File: config.mk
export PLATFORM = sky130hd
export DESIGN_NAME = dmux_dispatcher
export DESIGN_NICKNAME = d
export VERILOG_FILES = /design/src/rtl/dmux_dispatcher.sv
export SDC_FILE = /design/constraint.sdc
export NUM_CORES = 1
export LEC_CHECK = 0
export ABC_AREA = 1
export CAP_MARGIN = 40
export CORE_MARGIN = 4
export CORE_UTILIZATION = 55
export CTS_BUF_LIST = sky130_fd_sc_hd__clkbuf_8
export CTS_CLUSTER_DIAMETER = 40
export DETAILED_ROUTE_END_ITERATION = 7
export DONT_BUFFER_PORTS = 1
export PLACE_DENSITY = 0.73
export SLEW_MARGIN = 20
export SYNTH_ARGS = -nofsm -noshare
export SYNTH_HDL_FRONTEND = slang
export SYNTH_SLANG_ARGS = --single-unit
File: constraint.sdc
create_clock -name clk -period 2.75 [get_ports clk]
set_clock_uncertainty 0.1 [all_clocks]
set_input_delay 0.55 -clock clk [delete_from_list [all_inputs] [get_ports clk]]
set_output_delay 0.55 -clock clk [all_outputs]
set_load 0.005 [all_outputs]
File: src/rtl/dmux_dispatcher.sv
// Round-robin 1-to-N_OUT word dispatcher with per-channel one-entry holding registers and flush.
// Optional accepted-word counter (DISP_COUNT) is compiled in with DMUX_DISPATCH_COUNT_EN.
//
// state    | meaning
// ---------+-----------------------------------------------------------
// RUN      | accepting words, steering each to the next free channel
// FLUSHING | intake stopped, waiting for every channel to drain
module dmux_dispatcher #(
   parameter int WIDTH = 16,
   parameter int N_OUT = 4,
   parameter int PTR_W = 2
) (
   input  logic                   clk,
   input  logic                   reset,
   input  logic [WIDTH-1:0]       IN_DATA,
   input  logic                   IN_VALID,
   output logic                   IN_READY,
   output logic [N_OUT*WIDTH-1:0] OUT_DATA,
   output logic [N_OUT-1:0]       OUT_VALID,
   input  logic [N_OUT-1:0]       OUT_READY,
   input  logic                   FLUSH,
   output logic                   FLUSH_DONE,
   output logic [PTR_W-1:0]       PTR,
   output logic                   BUSY
`ifdef DMUX_DISPATCH_COUNT_EN
   ,
   output logic [15:0]            DISP_COUNT
`endif
);

   typedef enum logic {RUN, FLUSHING} state_t;

   state_t                 state_q, state_d;
   logic                   done_d;
   logic                   accept;
   logic [PTR_W-1:0]       grant;
   logic [PTR_W-1:0]       idx;
   logic                   grant_found;
   logic [N_OUT-1:0]       valid_d;

   assign IN_READY = (state_q == RUN) && !FLUSH && !(&OUT_VALID);
   assign accept   = IN_VALID && IN_READY;
   assign BUSY     = (state_q == FLUSHING);

   // Scan from PTR upward; only channels empty at the start of the cycle are eligible.
   always_comb begin
      grant       = PTR;
      idx         = PTR;
      grant_found = 1'b0;
      for (int k = 0; k < N_OUT; k++) begin
         idx = PTR + PTR_W'(k);
         if (!grant_found && !OUT_VALID[idx]) begin
            grant       = idx;
            grant_found = 1'b1;
         end
      end
   end

   always_comb begin
      state_d = state_q;
      done_d  = 1'b0;
      case (state_q)
         RUN: begin
            if (FLUSH) begin
               if (OUT_VALID == '0) done_d  = 1'b1;
               else                 state_d = FLUSHING;
            end
         end
         FLUSHING: begin
            if (OUT_VALID == '0) begin
               done_d  = 1'b1;
               state_d = RUN;
            end
         end
         default: state_d = RUN;
      endcase
   end

   always_comb begin
      valid_d = OUT_VALID & ~OUT_READY;
      if (accept) valid_d[grant] = 1'b1;
   end

   always_ff @(posedge clk or posedge reset) begin
      if (reset) begin
         state_q    <= RUN;
         FLUSH_DONE <= 1'b0;
         PTR        <= '0;
         OUT_VALID  <= '0;
      end else begin
         state_q    <= state_d;
         FLUSH_DONE <= done_d;
         OUT_VALID  <= valid_d;
         if (done_d)      PTR <= '0;
         else if (accept) PTR <= grant + PTR_W'(1);
      end
   end

   always_ff @(posedge clk or posedge reset) begin
      if (reset) begin
         OUT_DATA <= '0;
      end else if (accept) begin
         OUT_DATA[int'(grant)*WIDTH +: WIDTH] <= IN_DATA;
      end
   end

`ifdef DMUX_DISPATCH_COUNT_EN
   always_ff @(posedge clk or posedge reset) begin
      if (reset)       DISP_COUNT <= '0;
      else if (done_d) DISP_COUNT <= '0;
      else if (accept) DISP_COUNT <= DISP_COUNT + 16'd1;
   end
`endif

endmodule

==> reports/qor.yml <==
routing:
  drc: 0
  avgRoutedWirePerCell_um: 17.9
  total_via_count_after_detailed_routing: 2971
  ant_nets: 0
  viasPerCell: 5.71
  detail_route.first_pass.iterations: 4
  routed_wire_length_um: 9300
  detail_route.iter0.violations: 208
timing:
  timing.final.crit_period_ns: 2.68
  maxSlewViolCount: 0
  timing.final.hold_violations: 0
  tightest_slew_ns: 0.478
  clock.fmax_ghz: 0.373
  layout_worst_path_cycle_share_pct: 97.6
  final.hold.worst_slack_ns: 0.188
  setup_viol: 0
  grt_setup_unrepaired: "true"
  max_slew_margin_pct: 67.8
yosys:
  ys_seq_area_share_pct: 51.7
  synthesis.instances: 418
  synth_top_cells_by_area: "sky130_fd_sc_hd__dfrtp_1 (52%), sky130_fd_sc_hd__nand2_1 (18%), sky130_fd_sc_hd__nand3_1 (6.3%), sky130_fd_sc_hd__nand4_1 (5.9%), sky130_fd_sc_hd__ha_1 (2.9%)"
  distinct_cell_type_count_of_the_synthesized_netlist: 27
  yosysWarningCount: 0
  synth.avg_cell_area_sq_um: 8.34
  synth_top_cell_by_area: "sky130_fd_sc_hd__dfrtp_1"
  post_synth_instance_area_sq_um: 3490
  ys_ff_latch: 72
  yosys.area.top_type_share_pct: 51.7
  synth_fp_nets: 450
clock_network:
  clock_tree.buffer_depth: 2
  tritoncts: "done"
  max_h_tree_level: 3
  cts_root_buffer: "sky130_fd_sc_hd__clkbuf_8"
  worstSkewPairLatency_ns: 0.34
  path_clk_slew_ns: 0.08
  cts.sinks: 72
  cts_inserted_buffers: 9
status:
  result_of_the_run: "complete, no violations"
power_and_ir_drop:
  share_clk_of_total_power_pct: 18.2
  power_frac_seq_pct: 34.7
  net_switching_power_mw: 2.02
  combPwrFrac_pct: 47.1
  p_int_mw: 2.46
  power_per_cell_area_nw_per_um2: 1120
  p_sw_share_pct: 45.1
  power.ir.vdd_worst_v: 0.000626
  power.static_leakage_nw: 2.22
critical_path:
  critPathMaxFanout: 16
  worstReg2RegStart: "PTR[0]$_DFFE_PP0P_"
  required_ns: 2.93
  crit_type: "flop to flop"
  cp-start-kind: "flop"
  critPathArrivalTime_ns: 2.87
  critical_path.endpoint_type: "flop"
  reg2reg_to: "OUT_DATA[17]$_DFFE_PP0P_"
  rr_worst_depth: 17
  r2r_setup_slack_ns: 0.07
finish:
  regArea_sq_um: 1810
  drive_gt1_share_pct: 19.3
  multi_input_comb_area_sq_um: 1500
  layout_area_overhead_pct: 15.2
  antenna_cells_inserted: 0
  commonest_non_fill_non_tap_cells_in_the_layout: "sky130_fd_sc_hd__nand2_1 (162), sky130_fd_sc_hd__dfrtp_1 (67), sky130_fd_sc_hd__nand3_1 (43), sky130_fd_sc_hd__nand4_1 (33), sky130_fd_sc_hd__inv_1 (24)"
  finalNetCount: 473
  layout.core_utilization_pct: 66.6
  commonest_non_fill_non_tap_cell_in_the_layout: "sky130_fd_sc_hd__nand2_1"
  final.fill_count: 481
floorplan:
  row_count: 28
  die_h_um: 87.6
  placeableCoreArea_sq_um: 6030
  die_outline_area_sq_um: 7680
  initial_utilization_pct: 57.8
  top_level_ports: 97
  floorplan.die.width_um: 87.6
place:
  placement.io_buffers: 0
  globalplace.congestion: 0.937
  estimated_wirelength_of_the_detail_placed_design_um: 6420
min_path:
  whs_endpoint: "OUT_VALID[1]$_DFF_PP0_"
  min-delay-start: "OUT_READY[1]"
  hold-path-cell-count: 1
  min_path_type: "primary input to flop"
global_route:
  number_of_antenna_violations_at_the_first_check_in_global_routing: 0
  grt_pass1_wl_um: 14800
  grt_overflow: 0
  groute.usage.overall_pct: 25.1
  first_global_vias: 2865
  maximum_number_of_pins_on_one_net_before_global_route_repair: 38
job:
  cap_violations: 0
==> power by group through the flow <==
stage	logic [mW]	registers (mW)	clock network (mW)
3_5_place_dp	1.91	1.58	0
4_1_cts	1.93	1.57	0.818
6_report	2.11	1.56	0.816
3_3_place_gp	1.84	1.58	0
2_1_floorplan	1.50	1.49	0
5_1_grt	2.32	1.60	0.884
==> metrics by stage <==
step	worst slack [ns]	setup TNS (ns)	cell area, sq um	std cells	total power, mW
3_5_place_dp	-0.131	-2.37	3670	494	3.49
3_3_place_gp	-0.00797	-0.0115	3650	493	3.42
6_report	0.0662	0	4020	520	4.49
2_1_floorplan	0.0175	0	3520	418	3.00
5_1_grt	-0.0830	-2.18	4020	520	4.81
4_1_cts	0.00573	0	3890	512	4.32
==> repair_timing <==
action,4_1_cts,5_1_grt
buffers inserted,2,6
pin swaps,1,5
hold buffers,1,0
gates cloned,0,2
resized for setup,1,19
endpoints found under the hold margin,13,0
setup endpoints to repair,42,64
==> how the worst max path moves through the flow <==
| stage | start | endpoint | slack [ns] | cells past startpoint |
|---|---|---|---|---|
| global placement | PTR[0]$_DFFE_PP0P_ | OUT_DATA[46]$_DFFE_PP0P_ | -0.008 | 15 |
| floorplan | PTR[0]$_DFFE_PP0P_ | OUT_DATA[32]$_DFFE_PP0P_ | 0.02 | 19 |
| CTS | PTR[0]$_DFFE_PP0P_ | OUT_DATA[40]$_DFFE_PP0P_ | 0.006 | 17 |
| finish | PTR[0]$_DFFE_PP0P_ | OUT_DATA[17]$_DFFE_PP0P_ | 0.07 | 17 |
| global route | PTR[0]$_DFFE_PP0P_ | OUT_DATA[32]$_DFFE_PP0P_ | -0.08 | 15 |
| detailed placement | PTR[0]$_DFFE_PP0P_ | OUT_DATA[40]$_DFFE_PP0P_ | -0.13 | 17 |
==> critical path: stages (launching register included) <==
cell and delay (ns):
sky130_fd_sc_hd__dfrtp_2 0.44, sky130_fd_sc_hd__inv_4 0.07, sky130_fd_sc_hd__nand2_1 0.09, sky130_fd_sc_hd__nand2_2 0.09, sky130_fd_sc_hd__nand2_2 0.09, sky130_fd_sc_hd__nand2_4 0.08
sky130_fd_sc_hd__nor2_8 0.14, sky130_fd_sc_hd__nand2_1 0.08, sky130_fd_sc_hd__nand2_1 0.07, sky130_fd_sc_hd__nand2_1 0.08, sky130_fd_sc_hd__nand3_2 0.07, sky130_fd_sc_hd__o21ai_2 0.09
sky130_fd_sc_hd__buf_4 0.16, sky130_fd_sc_hd__ha_1 0.24, sky130_fd_sc_hd__buf_4 0.22, sky130_fd_sc_hd__nor2_1 0.28, sky130_fd_sc_hd__nand3_1 0.13, sky130_fd_sc_hd__nand2_1 0.08
==> cell families after synthesis <==
kind of cell	share of synthesized area [%]
and+or+nand+nor	37.3
DFF	51.7
buffers and inverters	6.75
AOI/OAI and AO/OA	1.40
adders and majority gates	2.87
==> layer usage <==
| layer | up-vias | share of wire [%] | track usage (%) |
|---|---|---|---|
| li1 | 1398 | - | - |
| met2 | 184 | 45 | 36.2 |
| met5 | - | 0 | 0 |
| met1 | 1374 | 42 | 35.1 |
| met3 | 15 | 12 | 9.13 |
| met4 | 0 | 1.9 | 8.93 |
==> cells in the mapped netlist, drive strengths merged <==
| cell type | count |
|---|---|
| inv | 27 |
| nand4 | 33 |
| nand2 | 175 |
| or2 | 1 |
| dfrtp | 72 |
| buf | 16 |
| nor3 | 1 |
| ha | 8 |
| nand3 | 45 |
| and2 | 1 |
| nor4 | 1 |
| o21ai | 9 |
| clkbuf | 5 |
| and3 | 1 |
| nor2 | 23 |
==> final cells by class <==
| class | instances | share of cell area [%] |
|---|---|---|
| multi-input cells | 298 | 37.3 |
| inverters | 27 | 2.59 |
| clock inverters | 6 | 1.53 |
| flip-flops and latches | 72 | 45.0 |
| clock buffers | 9 | 3.09 |
| well taps | 75 | 2.34 |
| repair buffers | 33 | 8.13 |
==> flip-flops by register name, indices dropped and copies added (netlist names) <==
signal / cells
BUSY: 1
FLUSH_DONE: 1
OUT_DATA: 64
OUT_VALID: 4
PTR: 2
Power figures use the tool's default switching activity.
